`config.mk`:
```
export PLATFORM = sky130hd
export DESIGN_NAME = da_fir_engine_flat
export DESIGN_NICKNAME = d
export VERILOG_FILES = /design/src/rtl/da_fir_pkg.sv /design/src/rtl/da_fir_engine_if.sv /design/src/rtl/da_lut.sv /design/src/rtl/da_fir_engine.sv /design/src/flat_wrapper.sv
export SDC_FILE = /design/constraint.sdc
export NUM_CORES = 1
export LEC_CHECK = 0
export CAP_MARGIN = 20
export CORE_MARGIN = 2
export CORE_UTILIZATION = 45
export CTS_CLUSTER_SIZE = 24
export DETAILED_ROUTE_END_ITERATION = 8
export DONT_BUFFER_PORTS = 1
export MAX_ROUTING_LAYER = met4
export PLACE_DENSITY = 0.71
export SYNTH_ARGS = -nofsm -noshare
export SYNTH_HDL_FRONTEND = slang
export SYNTH_SLANG_ARGS = --single-unit
```
`constraint.sdc`:
```
create_clock -name clk -period 24.6 [get_ports clk]
set_input_delay 4.92 -clock clk [delete_from_list [all_inputs] [get_ports clk]]
set_output_delay 4.92 -clock clk [all_outputs]
set_load 0.01 [all_outputs]
```
`src/rtl/da_fir_pkg.sv`:
```
// Shared types and width helpers for the distributed-arithmetic FIR engine.
package da_fir_pkg;

  typedef enum logic [1:0] {IDLE, RUN, DONE} state_t;

  function automatic int power(int base, int e);
    int r;
    r = 1;
    for (int i = 0; i < e; i++) r = r * base;
    return r;
  endfunction

  // Keeps the partition select at least one bit wide when there is a single partition.
  function automatic int part_width(int partition);
    return (partition > 1) ? $clog2(partition) : 1;
  endfunction

  function automatic int acc_width(int lut_w, int opsize, int partition);
    return lut_w + opsize + $clog2(partition) + 1;
  endfunction

endpackage

```
`src/rtl/da_fir_engine_if.sv`:
```
// Sample/result handshakes and LUT write port of the DA FIR engine.
interface da_fir_engine_if
  import da_fir_pkg::*;
#(
  parameter int OPSIZE    = 12,
  parameter int ORDER     = 6,
  parameter int PARTITION = 2,
  parameter int LUT_W     = 16
);
  localparam int TPP    = ORDER / PARTITION;
  localparam int PART_W = part_width(PARTITION);
  localparam int ACC_W  = acc_width(LUT_W, OPSIZE, PARTITION);

  logic                     in_valid;
  logic                     in_ready;
  logic signed [OPSIZE-1:0] x;
  logic                     out_valid;
  logic                     out_ready;
  logic signed [ACC_W-1:0]  y;
  logic                     lut_we;
  logic [PART_W-1:0]        lut_part;
  logic [TPP-1:0]           lut_addr;
  logic signed [LUT_W-1:0]  lut_wdata;

  modport master (
    output in_valid, x, out_ready, lut_we, lut_part, lut_addr, lut_wdata,
    input  in_ready, out_valid, y
  );

  modport slave (
    input  in_valid, x, out_ready, lut_we, lut_part, lut_addr, lut_wdata,
    output in_ready, out_valid, y
  );
endinterface

```
`src/rtl/da_lut.sv`:
```
// One partition's coefficient subset-sum table: single write port, BAAT combinational reads.
module da_lut
  import da_fir_pkg::*;
#(
  parameter int TPP   = 3,
  parameter int LUT_W = 16,
  parameter int BAAT  = 3
) (
  input  logic                        clk,
  input  logic                        we_i,
  input  logic [TPP-1:0]              waddr_i,
  input  logic [LUT_W-1:0]            wdata_i,
  input  logic [BAAT-1:0][TPP-1:0]    raddr_i,
  output logic [BAAT-1:0][LUT_W-1:0]  rdata_o
);
  localparam int DEPTH = power(2, TPP);

  // Contents survive reset; they are reloaded by software, not by rst_n.
  logic [LUT_W-1:0] mem_q [DEPTH];

  always_ff @(posedge clk) begin
    if (we_i) mem_q[waddr_i] <= wdata_i;
  end

  always_comb begin
    for (int b = 0; b < BAAT; b++) rdata_o[b] = mem_q[raddr_i[b]];
  end
endmodule

```
`src/rtl/da_fir_engine.sv`:
```
// Distributed-arithmetic FIR: BAAT sample bits per cycle, MSB slice first, PARTITION LUTs.
module da_fir_engine
  import da_fir_pkg::*;
#(
  parameter int OPSIZE    = 12,
  parameter int ORDER     = 6,
  parameter int BAAT      = 3,
  parameter int PARTITION = 2,
  parameter int LUT_W     = 16
) (
  input  logic            clk,
  input  logic            rst_n,
  da_fir_engine_if.slave  bus
);
  localparam int NCYC   = OPSIZE / BAAT;
  localparam int TPP    = ORDER / PARTITION;
  localparam int KW     = (NCYC > 1) ? $clog2(NCYC) : 1;
  localparam int BW     = (OPSIZE > 1) ? $clog2(OPSIZE) : 1;
  localparam int PART_W = part_width(PARTITION);
  localparam int ACC_W  = acc_width(LUT_W, OPSIZE, PARTITION);

  state_t                   state_q, state_d;
  logic [KW-1:0]            k_q, k_d;
  logic signed [ACC_W-1:0]  acc_q, acc_d, y_q, y_d;
  logic signed [ACC_W-1:0]  p_sum, acc_next;
  logic signed [OPSIZE-1:0] taps_q [ORDER];
  logic                     shift_en;

  logic [PARTITION-1:0][BAAT-1:0][TPP-1:0]   lut_raddr;
  logic [PARTITION-1:0][BAAT-1:0][LUT_W-1:0] lut_rdata;

  // Sign-extend one LUT read, weight it by 2^b, and negate it for the sample's sign bit.
  function automatic logic signed [ACC_W-1:0] slice_term(logic [LUT_W-1:0] raw, int b,
                                                         logic neg);
    logic signed [ACC_W-1:0] t;
    t = {{(ACC_W-LUT_W){raw[LUT_W-1]}}, raw};
    t = t <<< b;
    return neg ? -t : t;
  endfunction

  for (genvar p = 0; p < PARTITION; p++) begin : g_lut
    da_lut #(.TPP(TPP), .LUT_W(LUT_W), .BAAT(BAAT)) u_lut (
      .clk     (clk),
      .we_i    (bus.lut_we && (state_q == IDLE) && (bus.lut_part == PART_W'(p))),
      .waddr_i (bus.lut_addr),
      .wdata_i (bus.lut_wdata),
      .raddr_i (lut_raddr[p]),
      .rdata_o (lut_rdata[p])
    );
  end

  always_comb begin
    logic [BW-1:0] bidx;
    lut_raddr = '0;
    bidx      = '0;
    for (int b = 0; b < BAAT; b++) begin
      bidx = BW'(int'(k_q) * BAAT + b);
      for (int p = 0; p < PARTITION; p++)
        for (int i = 0; i < TPP; i++)
          lut_raddr[p][b][i] = taps_q[p*TPP+i][bidx];
    end
  end

  always_comb begin
    p_sum = '0;
    for (int p = 0; p < PARTITION; p++)
      for (int b = 0; b < BAAT; b++)
        p_sum = p_sum + slice_term(lut_rdata[p][b], b,
                                   (int'(k_q) * BAAT + b) == (OPSIZE - 1));
  end

  assign acc_next = (acc_q <<< BAAT) + p_sum;

  always_comb begin
    state_d  = state_q;
    k_d      = k_q;
    acc_d    = acc_q;
    y_d      = y_q;
    shift_en = 1'b0;
    unique case (state_q)
      IDLE: if (bus.in_valid) begin
        shift_en = 1'b1;
        acc_d    = '0;
        k_d      = KW'(NCYC - 1);
        state_d  = RUN;
      end
      RUN: begin
        acc_d = acc_next;
        k_d   = k_q - KW'(1);
        if (k_q == '0) begin
          y_d     = acc_next;
          state_d = DONE;
        end
      end
      DONE: if (bus.out_ready) state_d = IDLE;
      default: state_d = IDLE;
    endcase
  end

  always_ff @(posedge clk or negedge rst_n) begin
    if (!rst_n) begin
      state_q <= IDLE;
      k_q     <= '0;
      acc_q   <= '0;
      y_q     <= '0;
      for (int t = 0; t < ORDER; t++) taps_q[t] <= '0;
    end else begin
      state_q <= state_d;
      k_q     <= k_d;
      acc_q   <= acc_d;
      y_q     <= y_d;
      if (shift_en) begin
        taps_q[0] <= bus.x;
        for (int t = 1; t < ORDER; t++) taps_q[t] <= taps_q[t-1];
      end
    end
  end

  assign bus.in_ready  = (state_q == IDLE);
  assign bus.out_valid = (state_q == DONE);
  assign bus.y         = y_q;
endmodule

```
`src/flat_wrapper.sv`:
```
// flat-port wrapper written by rule: the top's interface ports become plain ports
module da_fir_engine_flat import da_fir_pkg::*;
#(
  parameter int OPSIZE    = 12,
  parameter int ORDER     = 6,
  parameter int BAAT      = 3,
  parameter int PARTITION = 2,
  parameter int LUT_W     = 16
)
  (clk, rst_n, bus_in_valid, bus_x, bus_out_ready, bus_lut_we, bus_lut_part, bus_lut_addr, bus_lut_wdata, bus_in_ready, bus_out_valid, bus_y);
  da_fir_engine_if #(.OPSIZE(OPSIZE), .ORDER(ORDER), .PARTITION(PARTITION), .LUT_W(LUT_W)) bus_i ();
  input  logic clk;
  input  logic rst_n;
  input wire logic [$bits(bus_i.in_valid)-1:0] bus_in_valid;
  input wire logic [$bits(bus_i.x)-1:0] bus_x;
  input wire logic [$bits(bus_i.out_ready)-1:0] bus_out_ready;
  input wire logic [$bits(bus_i.lut_we)-1:0] bus_lut_we;
  input wire logic [$bits(bus_i.lut_part)-1:0] bus_lut_part;
  input wire logic [$bits(bus_i.lut_addr)-1:0] bus_lut_addr;
  input wire logic [$bits(bus_i.lut_wdata)-1:0] bus_lut_wdata;
  output wire logic [$bits(bus_i.in_ready)-1:0] bus_in_ready;
  output wire logic [$bits(bus_i.out_valid)-1:0] bus_out_valid;
  output wire logic [$bits(bus_i.y)-1:0] bus_y;
  assign bus_i.in_valid = bus_in_valid;
  assign bus_i.x = bus_x;
  assign bus_i.out_ready = bus_out_ready;
  assign bus_i.lut_we = bus_lut_we;
  assign bus_i.lut_part = bus_lut_part;
  assign bus_i.lut_addr = bus_lut_addr;
  assign bus_i.lut_wdata = bus_lut_wdata;
  assign bus_in_ready = bus_i.in_ready;
  assign bus_out_valid = bus_i.out_valid;
  assign bus_y = bus_i.y;
  da_fir_engine #(.OPSIZE(OPSIZE), .ORDER(ORDER), .BAAT(BAAT), .PARTITION(PARTITION), .LUT_W(LUT_W)) u_core (.clk(clk), .rst_n(rst_n), .bus(bus_i));
endmodule
```
==> flow_metrics.env, run 1 <==
export IMPL_run_status="completed"
export IMPL_routed_wirelength_um=87100
export IMPL_criticalPathCategory="register to register"
export IMPL_gp_routability_congestion=1.03
export IMPL_cell_area_synth_um2=29400
export IMPL_pin_count_of_the_biggest_net_entering_global_routing=134
export IMPL_chipHeight_um=260
export IMPL_fin_setup_tns_ns=0
export IMPL_synth_edf_count=256
export IMPL_post_cts_resized=0
export IMPL_cts_buffers=43
export IMPL_via_per_inst=6.01
export IMPL_synthesis_area_per_instance_um2=10.1
export IMPL_drt_initial_violations=2915
export IMPL_synthToLayoutAreaGrowth_pct=7.49
export IMPL_htree_levels=2
export IMPL_worstSetupEndpointType="register"
export IMPL_synth_async_sr_flop_share_pct=34.2
export IMPL_unrepaired_setup_endpoints_after_global_routing="no"
export IMPL_num_antenna_cells=0
export IMPL_crit_fanout=65
export IMPL_cpPeakStageDelay_ns=0.91
export IMPL_drtAntennaViolNets=0
export IMPL_synth_seq_area_share_pct=37.4
export IMPL_count_of_endpoints_failing_setup_in_the_final_report=0
export IMPL_synth_largest_area_cell="sky130_fd_sc_hd__edfxtp_1"
export IMPL_global_route_wire_length_before_repair_um=132000
export IMPL_maxSlewViolCount=0
export IMPL_timing_final_crit_share_pct=45.6
export IMPL_vias_in_the_first_global_route=21400
export IMPL_dr_total_vias=22300
export IMPL_clock_skew_final_ns=0.0222
export IMPL_globalRoute_totalOverflow=0
export IMPL_yosys_warnings=0
export IMPL_clk_pin_slew_worst_paths_ns=0.06
export IMPL_routedWlPerCell_um=23.4
export IMPL_finish_net_count=3044
export IMPL_number_of_hold_buffers_added_after_cts=0
export IMPL_timing_fmax_ghz=0.0892
export IMPL_io_buffers=0
export IMPL_critPathSlowestCell="sky130_fd_sc_hd__xor2_1"
export IMPL_worstMarginPinSlew_ns=1.15
export IMPL_critical_path_most_common_cell="sky130_fd_sc_hd__fa_1"
export IMPL_place_detailed_hpwl_um=61500
export IMPL_layout_cells_most_common_list="sky130_fd_sc_hd__nand2_1 (490), sky130_fd_sc_hd__mux2i_1 (309), sky130_fd_sc_hd__edfxtp_1 (256), sky130_fd_sc_hd__inv_1 (215), sky130_fd_sc_hd__nor2_1 (161)"
export IMPL_synth_area_top_cells="sky130_fd_sc_hd__edfxtp_1 (26%), sky130_fd_sc_hd__dfrtp_1 (11%), sky130_fd_sc_hd__mux2i_1 (11%)"
export IMPL_syn_nets=3120
export IMPL_timing_hold_worst_class="register to register"
export IMPL_layout_drive_gt1_share_pct=11.1
export IMPL_crit_required_ns=25.12
export IMPL_mostFrequentLayoutCell="sky130_fd_sc_hd__nand2_1"
export IMPL_cts_max_path_buffers=3
export IMPL_start_util_pct=45.6
export IMPL_number_of_antenna_violations_at_the_first_check_in_global_routing=1
export IMPL_dominantRegCellSynth="sky130_fd_sc_hd__edfxtp_1"
export IMPL_die_w_um=260
export IMPL_post_cts_repair_setup_buffers=0
export IMPL_timing_hold_violations_final=0
export IMPL_placeableCoreArea_um2=64600
export IMPL_cp_data_arrival_time_ns=11.73
export IMPL_placementRows=93
export IMPL_grt_use_total_pct=26.5
export IMPL_synthesis_instances=2904
export IMPL_cts_sinks=389
export IMPL_number_of_synthesized_register_bits=389
export IMPL_synth_top_area_share_pct=26.1
export IMPL_area_of_the_die_um2=67500
export IMPL_top_level_ports=69
export IMPL_startpoint_type="register"
export IMPL_cts_tree="built"
export IMPL_max_cap_viol_count=0
export IMPL_cts_root_buffer="sky130_fd_sc_hd__clkbuf_16"
export IMPL_post_route_drc_count=0
export IMPL_num_fill_cells=5826
export IMPL_worstSkewPairLatency_ns=0.60
export IMPL_dr_pass1_iters=9
export IMPL_period_minus_slack_ns=11.21
export IMPL_timing_slew_headroom_pct=23.5
export IMPL_post_synth_num_cell_types=94
==> flip-flops by register name, summed over array words and instances (netlist names) <==
signal	count
u_core.g_lut.u_lut.mem_q	256
u_core.taps_q	72
u_core.bus.y	30
u_core.acc_q	27
u_core.k_q	2
u_core.state_q	2
==> synth_stat cells, types with 16 or more instances <==
cell type	number
sky130_fd_sc_hd__o21ai_0	158
sky130_fd_sc_hd__edfxtp_1	256
sky130_fd_sc_hd__mux2_2	88
sky130_fd_sc_hd__fa_1	135
sky130_fd_sc_hd__nand2_1	492
sky130_fd_sc_hd__mux2i_1	309
sky130_fd_sc_hd__o22ai_1	21
sky130_fd_sc_hd__buf_4	18
sky130_fd_sc_hd__a22oi_1	22
sky130_fd_sc_hd__nor3_1	32
sky130_fd_sc_hd__xor2_1	57
sky130_fd_sc_hd__inv_1	215
sky130_fd_sc_hd__clkbuf_1	78
sky130_fd_sc_hd__dfrtp_1	133
sky130_fd_sc_hd__ha_1	44
sky130_fd_sc_hd__nor2_1	162
sky130_fd_sc_hd__nand3_1	72
sky130_fd_sc_hd__xnor2_1	60
sky130_fd_sc_hd__buf_2	45
sky130_fd_sc_hd__a31oi_1	27
sky130_fd_sc_hd__mux4_2	50
sky130_fd_sc_hd__a21oi_1	78
sky130_fd_sc_hd__buf_6	16
sky130_fd_sc_hd__o211ai_1	18
sky130_fd_sc_hd__buf_1	16
sky130_fd_sc_hd__a211oi_1	32
==> layout make-up <==
class	instances	area, um2	area share (%)
multi-input cells	2125	16800	53.2
flip-flops and latches	389	11000	34.8
clock buffers	52	1170	3.70
well taps	855	1070	3.38
inverters	217	816	2.58
repair buffers	52	390	1.23
clock inverters	26	342	1.08
==> cell families (layout without fill, tap and decap cells) <==
group / after synthesis / in the layout / share of synthesized area (%)
AO/OA/AOI/OAI: 502 / 502 / 11.2
XOR/XNOR: 120 / 120 / 3.69
adder cells (fa/ha/maj): 179 / 179 / 11.1
buffers and inverters: 390 / 347 / 5.81
flip-flops: 389 / 389 / 37.4
multiplexers: 456 / 456 / 18.1
AND/OR/NAND/NOR: 868 / 868 / 12.7
==> final timing paths <==
kind                                               from                             to  slack [ns]  cells past startpoint
setup / recovery              u_core.k_q[0]$_DFFE_PN0P_   u_core.bus.y[28]$_DFFE_PN0P_       13.39                     32
hold / removal             u_core.acc_q[21]$_DFFE_PN0P_   u_core.acc_q[21]$_DFFE_PN0P_        0.50                      2
setup reg to reg              u_core.k_q[0]$_DFFE_PN0P_   u_core.bus.y[28]$_DFFE_PN0P_       13.39                     32
hold reg to reg            u_core.acc_q[21]$_DFFE_PN0P_   u_core.acc_q[21]$_DFFE_PN0P_        0.50                      2
max in group asynchronous                         rst_n  u_core.taps_q[68]$_DFFE_PN0P_       20.26                      0
min in group asynchronous                         rst_n   u_core.bus.y[23]$_DFFE_PN0P_        4.04                      0
==> worst max-delay path, delay by kind of cell (launching register included) <==
kind	cells	cell delay, ns
AO/OA/AOI/OAI	10	2.53
XOR/XNOR	1	0.91
adder cells (fa/ha/maj)	6	2.77
buffers and inverters	5	2.07
flip-flops	1	0.34
multiplexers	3	0.74
AND/OR/NAND/NOR	7	1.69
==> stage by stage <==
stage	area [um2]	std cells	worst slack, ns	utilization (%)	hold WS [ns]
after global routing	31600	3716	12.71	49.0	0.516
after CTS	31600	3716	13.48	49.0	0.502
after floorplan	29400	2904	14.95	-	0.457
after global placement	30100	3638	13.66	46.7	0.483
after detailed placement	30100	3638	13.46	46.7	0.478
final	31600	3716	13.39	49.0	0.499
==> metal layers <==
metal / routed length, um / track usage [%] / part of all wire (%)
met1: 37200 / 36.2 / 43
met2: 38000 / 38.9 / 44
met3: 8450 / 5.56 / 9.7
met4: 3440 / 9.71 / 4.0
met5: 0 / - / 0
Power of run 1 is left out: the tool's default activity adds up to more than one toggle a clock period on the data nets, which glitch-free logic cannot reach.
==> run 2, diff against run 1 <==
clock period = 10.7 ns   (was 24.6 ns; I/O delays follow)
==> flow_metrics.env, run 2 (synthesis results as in run 1) <==
export IMPL_dr_pass1_iters=7
export IMPL_chipHeight_um=260
export IMPL_drt_initial_violations=3336
export IMPL_unrepaired_setup_endpoints_after_global_routing="no"
export IMPL_post_route_drc_count=0
export IMPL_cpPeakStageDelay_ns=0.79
export IMPL_htree_levels=2
export IMPL_startpoint_type="register"
export IMPL_io_buffers=0
export IMPL_clock_skew_final_ns=0.0297
export IMPL_placeableCoreArea_um2=64600
export IMPL_groute_layer_met1_usage_pct=35.5
export IMPL_cts_buffers=44
export IMPL_cts_root_buffer="sky130_fd_sc_hd__clkbuf_16"
export IMPL_grt_use_total_pct=26.6
export IMPL_reg2regPathDepth=29
export IMPL_placementRows=93
export IMPL_gp_routability_congestion=1.01
export IMPL_cts_max_path_buffers=3
export IMPL_finalCoreUtilization_pct=49.3
export IMPL_via_per_inst=6.09
export IMPL_start_util_pct=45.6
export IMPL_critical_path_most_common_cell="sky130_fd_sc_hd__fa_1"
export IMPL_postLayoutCellArea_um2=31800
export IMPL_largest_reg_flops=256
export IMPL_placed_instance_area_um2=30300
export IMPL_crit_fanout=24
export IMPL_cp_data_arrival_time_ns=10.72
export IMPL_synthToLayoutAreaGrowth_pct=8.11
export IMPL_post_cts_resized=0
export IMPL_drtAntennaViolNets=0
export IMPL_worstSetupEndpointType="register"
export IMPL_register_area_um2=11000
export IMPL_die_w_um=260
export IMPL_area_of_the_die_um2=67500
export IMPL_mostFrequentLayoutCell="sky130_fd_sc_hd__nand2_1"
export IMPL_gr_max_usage_layer="met2"
export IMPL_count_of_endpoints_failing_setup_in_the_final_report=0
export IMPL_number_of_hold_buffers_added_after_cts=0
export IMPL_cts_tree="built"
export IMPL_layout_cells_most_common_list="sky130_fd_sc_hd__nand2_1 (490), sky130_fd_sc_hd__mux2i_1 (309), sky130_fd_sc_hd__edfxtp_1 (256), sky130_fd_sc_hd__inv_1 (215), sky130_fd_sc_hd__nor2_1 (161)"
export IMPL_criticalPathCategory="register to register"
export IMPL_timing_fmax_ghz=0.0981
export IMPL_top_level_ports=69
export IMPL_worstHoldPathCells=2
export IMPL_routed_wirelength_um=87100
export IMPL_number_of_antenna_violations_at_the_first_check_in_global_routing=1
export IMPL_fin_setup_tns_ns=0
export IMPL_worstSkewPairLatency_ns=0.61
export IMPL_use_met2_pct=39.8
export IMPL_vias_in_the_first_global_route=22100
export IMPL_clk_pin_slew_worst_paths_ns=0.06
export IMPL_global_route_wire_length_before_repair_um=134000
export IMPL_regMostFlops="u_core.g_lut.u_lut.mem_q"
export IMPL_post_cts_repair_setup_buffers=0
export IMPL_routedWlPerCell_um=23.3
export IMPL_dr_total_vias=22800
export IMPL_timing_final_crit_share_pct=95.3
export IMPL_finish_net_count=3069
export IMPL_max_cap_viol_count=0
export IMPL_place_detailed_hpwl_um=63300
export IMPL_globalRouteMet3Util_pct=5.51
export IMPL_cts_sinks=389
export IMPL_num_fill_cells=5742
export IMPL_globalRoute_totalOverflow=0
export IMPL_maxSlewViolCount=0
export IMPL_pin_count_of_the_biggest_net_entering_global_routing=134
export IMPL_worstMarginPinSlew_ns=1.15
export IMPL_layout_drive_gt1_share_pct=11.7
export IMPL_timing_hold_worst_class="register to register"
export IMPL_timing_slew_headroom_pct=23.2
export IMPL_multiInputGateArea_um2=16800
export IMPL_timing_hold_violations_final=0
export IMPL_crit_required_ns=11.23
export IMPL_run_status="completed"
export IMPL_period_minus_slack_ns=10.19
export IMPL_critPathSlowestCell="sky130_fd_sc_hd__ha_2"
## run 2: changes by cell type in the layout (fill, tap and decap cells not counted), moves of 2 or more
cell                         before  now
sky130_fd_sc_hd__clkinvlp_4       3    1
sky130_fd_sc_hd__inv_6            4    2
sky130_fd_sc_hd__bufinv_16        6    3
sky130_fd_sc_hd__clkbuf_1         4    7
sky130_fd_sc_hd__clkinv_1         0    4
sky130_fd_sc_hd__clkinv_4         3    5
sky130_fd_sc_hd__buf_12           0    3
sky130_fd_sc_hd__buf_4           52   73
## run 2: per-stage QoR
stage,cells,hold slack (ns),worst slack (ns)
6_report,3744,0.498,0.507
2_1_floorplan,2904,0.457,1.05
4_1_cts,3743,0.504,0.621
3_5_place_dp,3662,0.486,0.657
5_1_grt,3744,0.525,0.0184
3_3_place_gp,3662,0.483,0.773
## run 2: final cells by class
class / count / area share [%]
tap: 855 / 3.36
clock inverter: 25 / 0.841
antenna: 1 / 0.00786
multi-input combinational: 2125 / 52.9
clock buffer: 56 / 3.79
inverter: 217 / 2.56
timing repair buffer: 76 / 1.91
sequential: 389 / 34.6
## run 2: routing by layer
layer | vias to the layer above | routed length, um
li1 | 10200 | -
met1 | 11100 | 35800
met2 | 1276 | 38300
met3 | 235 | 9090
met4 | 0 | 3920
met5 | - | 0
## run 2: critical path: cells and delay by family (launching register included)
kind | cells | cell delay (ns)
AO/OA/AOI/OAI | 9 | 2.74
XOR/XNOR | 1 | 0.09
adder cells (fa/ha/maj) | 6 | 3.33
buffers and inverters | 6 | 0.85
flip-flops | 1 | 0.54
AND/OR/NAND/NOR | 7 | 2.52
## run 2: worst paths after layout
| kind | startpoint | to | slack (ns) |
|---|---|---|---|
| setup / recovery | u_core.k_q[0]$_DFFE_PN0P_ | u_core.bus.y[26]$_DFFE_PN0P_ | 0.51 |
| hold / removal | u_core.acc_q[20]$_DFFE_PN0P_ | u_core.acc_q[20]$_DFFE_PN0P_ | 0.50 |
| setup reg to reg | u_core.k_q[0]$_DFFE_PN0P_ | u_core.bus.y[26]$_DFFE_PN0P_ | 0.51 |
| hold reg to reg | u_core.acc_q[20]$_DFFE_PN0P_ | u_core.acc_q[20]$_DFFE_PN0P_ | 0.50 |
| max in group asynchronous | rst_n | u_core.k_q[0]$_DFFE_PN0P_ | 9.19 |
| min in group asynchronous | rst_n | u_core.acc_q[13]$_DFFE_PN0P_ | 1.25 |
Power of run 2 is left out for the same reason.
